### src/rtl/adc_pkg.sv
// adc_pkg: shared definitions for the periodic SPI ADC scan controller.
//   - scan FSM state encoding (state_t + ST_* constants)
//   - SPI command word pieces and per-channel command constants
//   - default SPI clock divider constant
package adc_pkg;

  typedef logic [2:0] state_t;
  localparam state_t ST_IDLE  = 3'd0;
  localparam state_t ST_WAIT  = 3'd1;
  localparam state_t ST_START = 3'd2;
  localparam state_t ST_CONV  = 3'd3;
  localparam state_t ST_NEXT  = 3'd4;

  localparam logic [5:0] CMD_BASE = 6'b010111;
  localparam logic [7:0] CMD_CH0  = {1'b1, 1'b0, CMD_BASE};
  localparam logic [7:0] CMD_CH1  = {1'b1, 1'b1, CMD_BASE};

  // 800 ns SCLK at 100 MHz
  localparam logic [7:0] KMAX_DEFAULT = 8'd39;

  function automatic logic [7:0] cmd_word(input logic ch);
    return {1'b1, ch, CMD_BASE};
  endfunction

endpackage

### src/rtl/adc_scan_ctrl_if.sv
// adc_scan_ctrl_if: control/data handshake between the scan controller and spi_wr.
//   strc  : one-cycle conversion start pulse (controller -> spi_wr)
//   cmd   : 8-bit command word           (controller -> spi_wr)
//   kmax  : SPI clock divider constant   (controller -> spi_wr)
//   eoc   : end-of-conversion pulse      (spi_wr -> controller)
//   dout  : 12-bit result, valid with eoc (spi_wr -> controller)
interface adc_scan_ctrl_if;
  logic        strc;
  logic [7:0]  cmd;
  logic [7:0]  kmax;
  logic        eoc;
  logic [11:0] dout;

  modport master (output strc, cmd, kmax, input eoc, dout);
  modport slave  (input strc, cmd, kmax, output eoc, dout);
endinterface

### src/rtl/adc_scan_ctrl_period_timer.sv
// period_timer: free-running period counter for the scan scheduler.
//   clk_i, rst_i : clock, async active-high reset
//   hold_i       : holds the counter at 0 and suppresses the tick
//   period_i     : period minus 1
//   tick_o       : high in the cycle where count == period_i (counter wraps after)
module period_timer #(
  parameter int PER_W = 29
) (
  input  logic             clk_i,
  input  logic             rst_i,
  input  logic             hold_i,
  input  logic [PER_W-1:0] period_i,
  output logic             tick_o
);

  logic [PER_W-1:0] cnt_q, cnt_d;

  assign tick_o = !hold_i && (cnt_q == period_i);

  always_comb begin
    cnt_d = cnt_q + 1'b1;
    if (hold_i || tick_o) cnt_d = '0;
  end

  always_ff @(posedge clk_i or posedge rst_i) begin
    if (rst_i) cnt_q <= '0;
    else       cnt_q <= cnt_d;
  end

endmodule

### src/rtl/adc_scan_ctrl.sv
// adc_scan_ctrl: periodic two-channel scan scheduler driving spi_wr.
//   clk_i, rst_i   : clock, async active-high reset
//   en_i           : scanning enable
//   period_i       : scan period minus 1 (start-to-start, clk_i cycles)
//   chmask_i       : channel enable mask, sampled at each period tick
//   clr_i          : clears sticky overrun_o / err_o
//   spi            : strc/cmd/kmax out, eoc/dout in (adc_scan_ctrl_if.master)
//   data0_o/1_o    : last result per channel
//   valid_o, vch_o : new-result pulse and its channel
//   scan_done_o    : pulse at end of each scan
//   busy_o         : scan in progress (START/CONV/NEXT)
//   overrun_o      : sticky, tick landed inside a scan
//   err_o          : sticky, eoc timeout
module adc_scan_ctrl
  import adc_pkg::*;
#(
  parameter int         PER_W   = 29,
  parameter int         TIMEOUT = 4095,
  parameter logic [7:0] KMAX    = KMAX_DEFAULT
) (
  input  logic                   clk_i,
  input  logic                   rst_i,
  input  logic                   en_i,
  input  logic [PER_W-1:0]       period_i,
  input  logic [1:0]             chmask_i,
  input  logic                   clr_i,
  adc_scan_ctrl_if.master        spi,
  output logic [11:0]            data0_o,
  output logic [11:0]            data1_o,
  output logic                   valid_o,
  output logic                   vch_o,
  output logic                   scan_done_o,
  output logic                   busy_o,
  output logic                   overrun_o,
  output logic                   err_o
);

  localparam int TO_W = $clog2(TIMEOUT + 1);

  state_t           state_q, state_d;
  logic             ch_q, ch_d;
  logic [1:0]       mask_q, mask_d;
  logic [TO_W-1:0]  tcnt_q, tcnt_d;
  logic             strc_q, strc_d;
  logic [7:0]       cmd_q, cmd_d;
  logic [1:0][11:0] data_q, data_d;
  logic             valid_q, valid_d;
  logic             vch_q, vch_d;
  logic             done_q, done_d;
  logic             busy_q, busy_d;
  logic             ovr_q, ovr_d;
  logic             err_q, err_d;
  logic             tick, err_set, ovr_set;

  period_timer #(.PER_W(PER_W)) u_timer (
    .clk_i    (clk_i),
    .rst_i    (rst_i),
    .hold_i   (state_q == ST_IDLE),
    .period_i (period_i),
    .tick_o   (tick)
  );

  always_comb begin
    state_d = state_q;
    ch_d    = ch_q;
    mask_d  = mask_q;
    tcnt_d  = tcnt_q;
    data_d  = data_q;
    valid_d = 1'b0;
    vch_d   = vch_q;
    done_d  = 1'b0;
    err_set = 1'b0;
    case (state_q)
      ST_IDLE: if (en_i && (chmask_i != 2'b00)) state_d = ST_WAIT;
      ST_WAIT: begin
        if (!en_i) state_d = ST_IDLE;       // disabled while idle between scans
        else if (tick) begin
          mask_d  = chmask_i;
          ch_d    = (chmask_i == 2'b10);    // lowest set bit
          // empty mask: run an empty scan straight to NEXT
          state_d = (chmask_i == 2'b00) ? ST_NEXT : ST_START;
        end
      end
      ST_START: begin
        tcnt_d  = '0;
        state_d = ST_CONV;
      end
      ST_CONV: begin
        if (spi.eoc) begin
          data_d[ch_q] = spi.dout;
          valid_d      = 1'b1;
          vch_d        = ch_q;
          state_d      = ST_NEXT;
        end else if (tcnt_q == TO_W'(TIMEOUT - 1)) begin
          // TIMEOUT CONV cycles elapsed without eoc
          err_set = 1'b1;
          state_d = ST_NEXT;
        end else begin
          tcnt_d = tcnt_q + 1'b1;
        end
      end
      ST_NEXT: begin
        if (!ch_q && mask_q[1]) begin
          ch_d    = 1'b1;
          state_d = ST_START;
        end else begin
          done_d  = 1'b1;
          state_d = en_i ? ST_WAIT : ST_IDLE;
        end
      end
      default: state_d = ST_IDLE;
    endcase

    ovr_set = tick && (state_q inside {ST_START, ST_CONV, ST_NEXT});
    // outputs registered off the next state so they line up with it
    strc_d  = (state_d == ST_START);
    busy_d  = (state_d inside {ST_START, ST_CONV, ST_NEXT});
    cmd_d   = (state_d == ST_START) ? cmd_word(ch_d) : cmd_q;
    // set beats clear
    ovr_d   = ovr_set || (ovr_q && !clr_i);
    err_d   = err_set || (err_q && !clr_i);
  end

  always_ff @(posedge clk_i or posedge rst_i) begin
    if (rst_i) begin
      state_q <= ST_IDLE;
      ch_q    <= 1'b0;
      mask_q  <= 2'b00;
      tcnt_q  <= '0;
      strc_q  <= 1'b0;
      cmd_q   <= CMD_CH0;
      data_q  <= '0;
      valid_q <= 1'b0;
      vch_q   <= 1'b0;
      done_q  <= 1'b0;
      busy_q  <= 1'b0;
      ovr_q   <= 1'b0;
      err_q   <= 1'b0;
    end else begin
      state_q <= state_d;
      ch_q    <= ch_d;
      mask_q  <= mask_d;
      tcnt_q  <= tcnt_d;
      strc_q  <= strc_d;
      cmd_q   <= cmd_d;
      data_q  <= data_d;
      valid_q <= valid_d;
      vch_q   <= vch_d;
      done_q  <= done_d;
      busy_q  <= busy_d;
      ovr_q   <= ovr_d;
      err_q   <= err_d;
    end
  end

  assign spi.strc    = strc_q;
  assign spi.cmd     = cmd_q;
  assign spi.kmax    = KMAX;
  assign data0_o     = data_q[0];
  assign data1_o     = data_q[1];
  assign valid_o     = valid_q;
  assign vch_o       = vch_q;
  assign scan_done_o = done_q;
  assign busy_o      = busy_q;
  assign overrun_o   = ovr_q;
  assign err_o       = err_q;

endmodule

### src/flat_wrapper.sv
// flat-port wrapper written by rule: the top's interface ports become plain ports
module adc_scan_ctrl_flat import adc_pkg::*;
#(
  parameter int         PER_W   = 29,
  parameter int         TIMEOUT = 4095,
  parameter logic [7:0] KMAX    = KMAX_DEFAULT
)
  (clk_i, rst_i, en_i, period_i, chmask_i, clr_i, data0_o, data1_o, valid_o, vch_o, scan_done_o, busy_o, overrun_o, err_o, spi_strc, spi_cmd, spi_kmax, spi_eoc, spi_dout);
  adc_scan_ctrl_if spi_i ();
  input  logic clk_i;
  input  logic rst_i;
  input  logic en_i;
  input  logic [PER_W-1:0] period_i;
  input  logic [1:0] chmask_i;
  input  logic clr_i;
  output logic [11:0] data0_o;
  output logic [11:0] data1_o;
  output logic valid_o;
  output logic vch_o;
  output logic scan_done_o;
  output logic busy_o;
  output logic overrun_o;
  output logic err_o;
  output wire logic [$bits(spi_i.strc)-1:0] spi_strc;
  output wire logic [$bits(spi_i.cmd)-1:0] spi_cmd;
  output wire logic [$bits(spi_i.kmax)-1:0] spi_kmax;
  input wire logic [$bits(spi_i.eoc)-1:0] spi_eoc;
  input wire logic [$bits(spi_i.dout)-1:0] spi_dout;
  assign spi_strc = spi_i.strc;
  assign spi_cmd = spi_i.cmd;
  assign spi_kmax = spi_i.kmax;
  assign spi_i.eoc = spi_eoc;
  assign spi_i.dout = spi_dout;
  adc_scan_ctrl #(.PER_W(PER_W), .TIMEOUT(TIMEOUT), .KMAX(KMAX)) u_core (.clk_i(clk_i), .rst_i(rst_i), .en_i(en_i), .period_i(period_i), .chmask_i(chmask_i), .clr_i(clr_i), .spi(spi_i), .data0_o(data0_o), .data1_o(data1_o), .valid_o(valid_o), .vch_o(vch_o), .scan_done_o(scan_done_o), .busy_o(busy_o), .overrun_o(overrun_o), .err_o(err_o));
endmodule
### config.mk
export PLATFORM = sky130hd
export DESIGN_NAME = adc_scan_ctrl_flat
export DESIGN_NICKNAME = d
export VERILOG_FILES = /design/src/rtl/adc_pkg.sv /design/src/rtl/adc_scan_ctrl_if.sv /design/src/rtl/adc_scan_ctrl_period_timer.sv /design/src/rtl/adc_scan_ctrl.sv /design/src/flat_wrapper.sv
export SDC_FILE = /design/constraint.sdc
export NUM_CORES = 1
export LEC_CHECK = 0
export ABC_AREA = 1
export CORE_MARGIN = 1.5
export CORE_UTILIZATION = 56
export CTS_CLUSTER_DIAMETER = 100
export DETAILED_ROUTE_END_ITERATION = 12
export PLACE_DENSITY = 0.86
export REMOVE_ABC_BUFFERS = 1
export SLEW_MARGIN = 20
export SYNTH_ARGS = -nofsm -noshare
export SYNTH_HDL_FRONTEND = slang
export SYNTH_HIERARCHICAL = 1
export SYNTH_SLANG_ARGS = --single-unit
### constraint.sdc
create_clock -name clk_i -period 2.53 [get_ports clk_i]
set_input_delay 0.506 -clock clk_i [delete_from_list [all_inputs] [get_ports clk_i]]
set_output_delay 0.506 -clock clk_i [all_outputs]
set_load 0.01 [all_outputs]
==> results.json, run 1 <==
{
  "status": "finished clean",
  "rsz0062_at_grt": "no",
  "critPathKind": "input pin to flop",
  "hold_buffers": 0,
  "ys_ff_latch": 78,
  "post_synth_main_area_contributors": "dfrtp_1 (41%), nand2_1 (15%), nor2_1 (7.0%)",
  "period_share": 0.8382,
  "crit_arrival_ps": 2420,
  "cp.required_ps": 2830,
  "worstSetupEndpoint": "u_core/spi.cmd[6]$_DFFE_PP0P_",
  "io_buffer_count": 79,
  "ir_drop_v": 0.0003024,
  "drt_wl_total_microns": 11170,
  "drive_above_1_share": 0.09916,
  "reg2reg_from": "u_core/u_timer/cnt_q[21]$_DFF_PP0_",
  "synthToLayoutAreaGrowth_pct": 21.16,
  "firstDrtPassIters": 4,
  "rows": 33,
  "ios": 95,
  "total_power_w": 0.002458,
  "initial_core_util": 0.5773,
  "dp_hpwl_microns": 8297,
  "cts_resized": 0,
  "grt_pass1_wl_microns": 19030,
  "final.setup.tns_ps": 0,
  "pwr_density_cell_nw_per_um2": 429.8,
  "nets": 762,
  "root_buffer": "clkbuf_8",
  "holdPathStages": 2,
  "clk_pin_slew_worst_paths_ps": 90,
  "cp-start-kind": "input pin",
  "mostFrequentLayoutCell": "nand2_1",
  "synthCells": 628,
  "avgRoutedWirePerCell_microns": 13.61,
  "path_max_fanout": 4,
  "reg2reg_slack_ps": 500,
  "power_leakage_nw": 2.673,
  "critPathCaptureType": "flop",
  "clock_latency_ps": 370,
  "grt_max_degree": 50,
  "rr_worst_depth": 14,
  "cts-buffers-inserted": 9,
  "slew_headroom": 0.5868,
  "ys_types": 32,
  "hp-class": "flop to flop",
  "chipHeight_microns": 94.80,
  "synth.top_cell.area_share": 0.4136,
  "chipWidth_microns": 94.80,
  "routabilityCongestion": 0.9646,
  "ys_warn_count": 6,
  "diodes": 0,
  "core_area_sq_um": 8175,
  "setup_viol": 0,
  "tightest_slew_ps": 619.8,
  "avgSynthCellArea_sq_um": 7.515,
  "drt-initial-drc-count": 190,
  "grt_pass1_vias": 4303,
  "fin_skew_ps": 13.49,
  "drv_slew": 0,
  "antenna_found_initial": 0,
  "clock-sinks": 78,
  "final-hold-violation-count": 0,
  "max-clock-path-buffers": 2,
  "die-area_sq_um": 8987,
  "drc_errors": 0,
  "viasPerCell": 5.052,
  "max_freq_ghz": 0.4715,
  "yosys.area.top_type": "dfrtp_1",
  "timing.rr.end": "u_core/spi.cmd[6]$_DFFE_PP0P_",
  "finalCriticalPeriod_ps": 2121,
  "critical_path.startpoint": "period_i[3]",
  "cts_tree": "done",
  "maxCapViolations": 0,
  "overflow": 0,
  "ys_seq_area_frac": 0.4136,
  "cts_max_level": 3,
  "synthesis.area_sq_um": 4720,
  "worst_hold_slack_ps": 498.9,
  "postRouteAntennaNets": 0,
  "fin_util": 0.6994,
  "postCtsSetupBuffers": 0,
  "final_cell_mix": "nand2_1 (186), nor2_1 (88), inv_1 (85)",
  "globalRouteTotalUtil": 0.2752,
  "vias": 4148
}
## cells by family after synthesis
logic type	Yosys count	synth area share
AND/OR/NAND/NOR	349	0.3250
flip-flops	78	0.4136
adder cells (fa/ha/maj)	3	0.007954
buffers and inverters	112	0.1148
other	2	0.001591
XOR/XNOR	38	0.07052
AO/OA/AOI/OAI	46	0.06654
## metal layers
layer	routed length [microns]	GRT usage	vias up	share of wire
met2	5604	0.4875	137	0.50
met4	341	0.1231	0	0.031
met5	0	0	-	0
met3	707	0.05717	29	0.063
li1	-	-	2050	-
met1	4518	0.3181	1932	0.40
## synthesized netlist by cell type (all sizes together)
library cell  count
nand2           199
nor2            100
inv              87
dfrtp            78
o21ai            39
nand3            30
buf              24
xor2             23
xnor2            15
nor3             11
nand4             6
a21oi             5
ha                3
conb              2
nand3b            2
clkinv            1
nor3b             1
o211ai            1
o21a              1
## how the worst min path moves through the flow
| stage | startpoint | to | slack, ps |
|---|---|---|---|
| finish | u_core/data0_o[3]$_DFFE_PP0P_ | u_core/data0_o[3]$_DFFE_PP0P_ | 500 |
| global route | u_core/vch_o$_DFFE_PP0P_ | u_core/vch_o$_DFFE_PP0P_ | 520 |
| CTS | u_core/data0_o[3]$_DFFE_PP0P_ | u_core/data0_o[3]$_DFFE_PP0P_ | 490 |
| detailed placement | u_core/data0_o[5]$_DFFE_PP0P_ | u_core/data0_o[5]$_DFFE_PP0P_ | 470 |
| global placement | u_core/data1_o[3]$_DFFE_PP0P_ | u_core/data1_o[3]$_DFFE_PP0P_ | 470 |
| floorplan | u_core/u_timer/cnt_q[0]$_DFF_PP0_ | u_core/u_timer/cnt_q[0]$_DFF_PP0_ | 470 |
## state kept, by name (all words and copies together), names as in the netlist
name	cells
u_core/u_timer/cnt_q	29
u_core/data1_o	12
u_core/scan_done_o	1
u_core/ch_q	1
u_core/busy_o	1
u_core/tcnt_q	12
u_core/spi.strc	1
u_core/err_o	1
u_core/overrun_o	1
u_core/spi.cmd	1
u_core/mask_q	1
u_core/valid_o	1
u_core/state_q	3
u_core/vch_o	1
u_core/data0_o	12
## power breakdown
part | internal (W) | switching (W)
Combinational | 0.000115 | 0.000138
Sequential | 0.00126 | 0.0000143
Clock | 0.000388 | 0.000544
Total | 0.00176 | 0.000697
## final cells by class
class                           count  area (sq um)
Sequential cell                    78          1952
Multi-Input combinational cell    451          2275
Clock buffer                        9         123.9
Tap cell                          105         131.4
Timing Repair Buffer               83         833.3
Fill cell                         667          2457
Inverter                           88         330.3
Clock inverter                      7         72.57
## worst max-delay path: stages
cell,delay (ps)
clkdlybuf4s50_1,490
inv_1,50
nand2_1,60
nand2_1,60
inv_1,50
nand2_1,40
nor2_1,90
nand2_1,50
nor2_1,80
nand2_1,90
nor2_1,170
nand3_1,140
buf_4,170
o211ai_1,200
nand3_1,100
nand2_1,70
## metrics by stage
step           cell area, sq um  std cells  setup slack [ps]
6_report                   5718        821             409.3
5_1_grt                    5718        821             200.2
4_1_cts                    5718        821             430.8
3_5_place_dp               5522        805             68.78
3_3_place_gp               5522        805             115.2
2_1_floorplan              4557        617             760.4
No activity file was read; power rests on OpenSTA's default activity.
==> run 2, diff against run 1 <==
- CORE_UTILIZATION: 56 -> 47
- PLACE_DENSITY: 0.86 -> 0.77
- clock period: 2.53 -> 1.9 ns (I/O delays scaled with it)
==> run 2 against run 1 <==
Against the previous run:
- the run now ends with negative setup slack left
- clock power is 36% higher
- flip-flop and latch count unchanged
- critical path depth fell by 3
- via count rose by 4.1%
- global-route usage down 4.3 points
- combinational power up 39%
- core utilization down 7.3 points
- sequential share of layout area shrank 2.3 points
- critical path type unchanged
- critical endpoint unchanged
- largest cell class unchanged
- largest power group unchanged
==> results.json, run 2 (synthesis gave the netlist of run 1 again) <==
{
  "status": "finished with violations",
  "failed_checks": "negative setup slack",
  "nFillCells": 893,
  "drv_slew": 0,
  "dp_hpwl_microns": 8506,
  "p_clk_frac": 0.383,
  "ios": 95,
  "fin_skew_ps": 11.25,
  "maxCapViolations": 0,
  "power_leakage_nw": 2.969,
  "viasPerCell": 4.861,
  "preCtsSetupSlack_ps": -430.2,
  "io_buffer_count": 79,
  "drt-initial-drc-count": 249,
  "cts_tree": "done",
  "overflow": 0,
  "cp.required_ps": 2210,
  "antenna_found_initial": 0,
  "reg2reg_slack_ps": 10,
  "comb_power_share": 0.106,
  "diodes": 0,
  "grt_max_degree": 50,
  "largest_register_ff_count": 29,
  "drive_above_1_share": 0.1682,
  "final_cell_mix": "nand2_1 (183), nor2_1 (83), inv_1 (78), dfrtp_1 (78), clkdlybuf4s50_1 (67)",
  "clock_latency_ps": 360,
  "core_area_sq_um": 9774,
  "crit_arrival_ps": 2240,
  "finalCriticalPeriod_ps": 1936,
  "mostFrequentLayoutCell": "nand2_1",
  "cts-buffers-inserted": 9,
  "cp-start-kind": "input pin",
  "chipHeight_microns": 103.2,
  "pwr_density_cell_nw_per_um2": 541.1,
  "root_buffer": "clkbuf_8",
  "setup_viol": 2,
  "vias": 4317,
  "drc_errors": 0,
  "synthToLayoutAreaGrowth_pct": 29.75,
  "clk_pin_slew_worst_paths_ps": 90,
  "rsz0062_at_grt": "yes",
  "final-hold-violation-count": 0,
  "nets": 801,
  "firstDrtPassIters": 5,
  "critPathCaptureType": "flop",
  "drt_wl_total_microns": 11620,
  "grt_pass1_vias": 4104,
  "critPathKind": "input pin to flop",
  "routabilityCongestion": 0.9994,
  "max-clock-path-buffers": 2,
  "ir_drop_v": 0.0003794,
  "period_share": 1.019,
  "p_int_w": 0.002449,
  "multi_input_area_sq_um": 2317,
  "switchingPower_w": 0.0008648,
  "rows": 36,
  "clock-sinks": 78,
  "fin_util": 0.6265,
  "largest_register": "u_core/u_timer/cnt_q",
  "path_max_fanout": 4,
  "pwr-share-seq": 0.510,
  "hp-class": "input pin to asynchronous set/reset pin",
  "die-area_sq_um": 10650,
  "grt_pass1_wl_microns": 19000,
  "avgRoutedWirePerCell_microns": 13.09,
  "max_freq_ghz": 0.5166,
  "globalRouteTotalUtil": 0.2322,
  "initial_core_util": 0.4828,
  "chipWidth_microns": 103.2,
  "cts_max_level": 3,
  "switching_share": 0.2610,
  "fin_ws_ps": -35.55,
  "regArea_sq_um": 1952,
  "rr_worst_depth": 12,
  "postRouteAntennaNets": 0
}
[run 2: cell count changes in the layout (fill, tap and decap cells not counted), sizes merged]
cell and change:
buf +39, clkdlybuf4s50 -12, inv -3, clkinv +1
dlymetal6s2s +9, bufinv +1, dlygate4sd2 +3, clkbuf +1
[run 2: per-stage QoR]
stage               instances  power [W]  instance area, sq um  setup TNS, ps  hold slack (ps)
detailed placement        865   0.002073                  5809          -4654            466.8
global placement          865   0.002064                  5809          -4048            464.8
CTS                       881   0.003355                  6005              0            406.9
finish                    888   0.003314                  6123         -55.09            406.0
floorplan                 617   0.001889                  4557              0            458.1
global route              888   0.003483                  6123         -406.6            418.7
[run 2: what timing repair did]
| action | CTS | global route |
|---|---|---|
| hold endpoints to repair | 0 | 0 |
| pin swaps | 0 | 9 |
| hold buffers | 0 | 0 |
| gates resized for setup | 4 | 28 |
| setup buffers | 0 | 7 |
| setup endpoints to repair | 1 | 7 |
[run 2: routing by layer]
| layer | track usage | up-vias | part of all wire |
|---|---|---|---|
| met5 | 0 | - | 0 |
| met4 | 0.09667 | 0 | 0.029 |
| met3 | 0.05712 | 27 | 0.073 |
| met2 | 0.4018 | 167 | 0.49 |
| met1 | 0.2771 | 1993 | 0.40 |
| li1 | - | 2130 | - |
[run 2: power by group through the flow]
stage | Combinational [W] | Sequential (W) | Clock, W
2_1_floorplan | 0.000167 | 0.00172 | 0
3_3_place_gp | 0.000341 | 0.00172 | 0
3_5_place_dp | 0.000349 | 0.00172 | 0
4_1_cts | 0.000349 | 0.00169 | 0.00132
5_1_grt | 0.000393 | 0.00169 | 0.00139
6_report | 0.000352 | 0.00169 | 0.00127
[run 2: final timing paths]
path,startpoint,to
max in group asynchronous,rst_i,u_core/u_timer/cnt_q[15]$_DFF_PP0_
min in group clk_i,u_core/data0_o[5]$_DFFE_PP0P_,u_core/data0_o[5]$_DFFE_PP0P_
max,period_i[16],u_core/spi.cmd[6]$_DFFE_PP0P_
max reg2reg,u_core/u_timer/cnt_q[16]$_DFF_PP0_,u_core/spi.cmd[6]$_DFFE_PP0P_
min reg2reg,u_core/data0_o[5]$_DFFE_PP0P_,u_core/data0_o[5]$_DFFE_PP0P_
min,rst_i,u_core/data0_o[9]$_DFFE_PP0P_
[run 2: final cells by class]
| type | count | share of cell area |
|---|---|---|
| Multi-Input combinational cell | 451 | 0.3784 |
| Sequential cell | 78 | 0.3188 |
| Timing Repair Buffer | 122 | 0.1896 |
| Inverter | 88 | 0.05394 |
| Tap cell | 133 | 0.02718 |
| Clock buffer | 10 | 0.02084 |
| Clock inverter | 6 | 0.01124 |
[run 2: critical path, stage by stage]
cell and delay (ps):
clkdlybuf4s50_1 500, xnor2_2 120, nand2_1 90, nor2_2 100, nand2_1 60, nor2_1 120
nand2_2 100, nor2_4 140, nand3_2 90, buf_4 160, o211ai_1 210, nand3_1 100
nand2_1 70
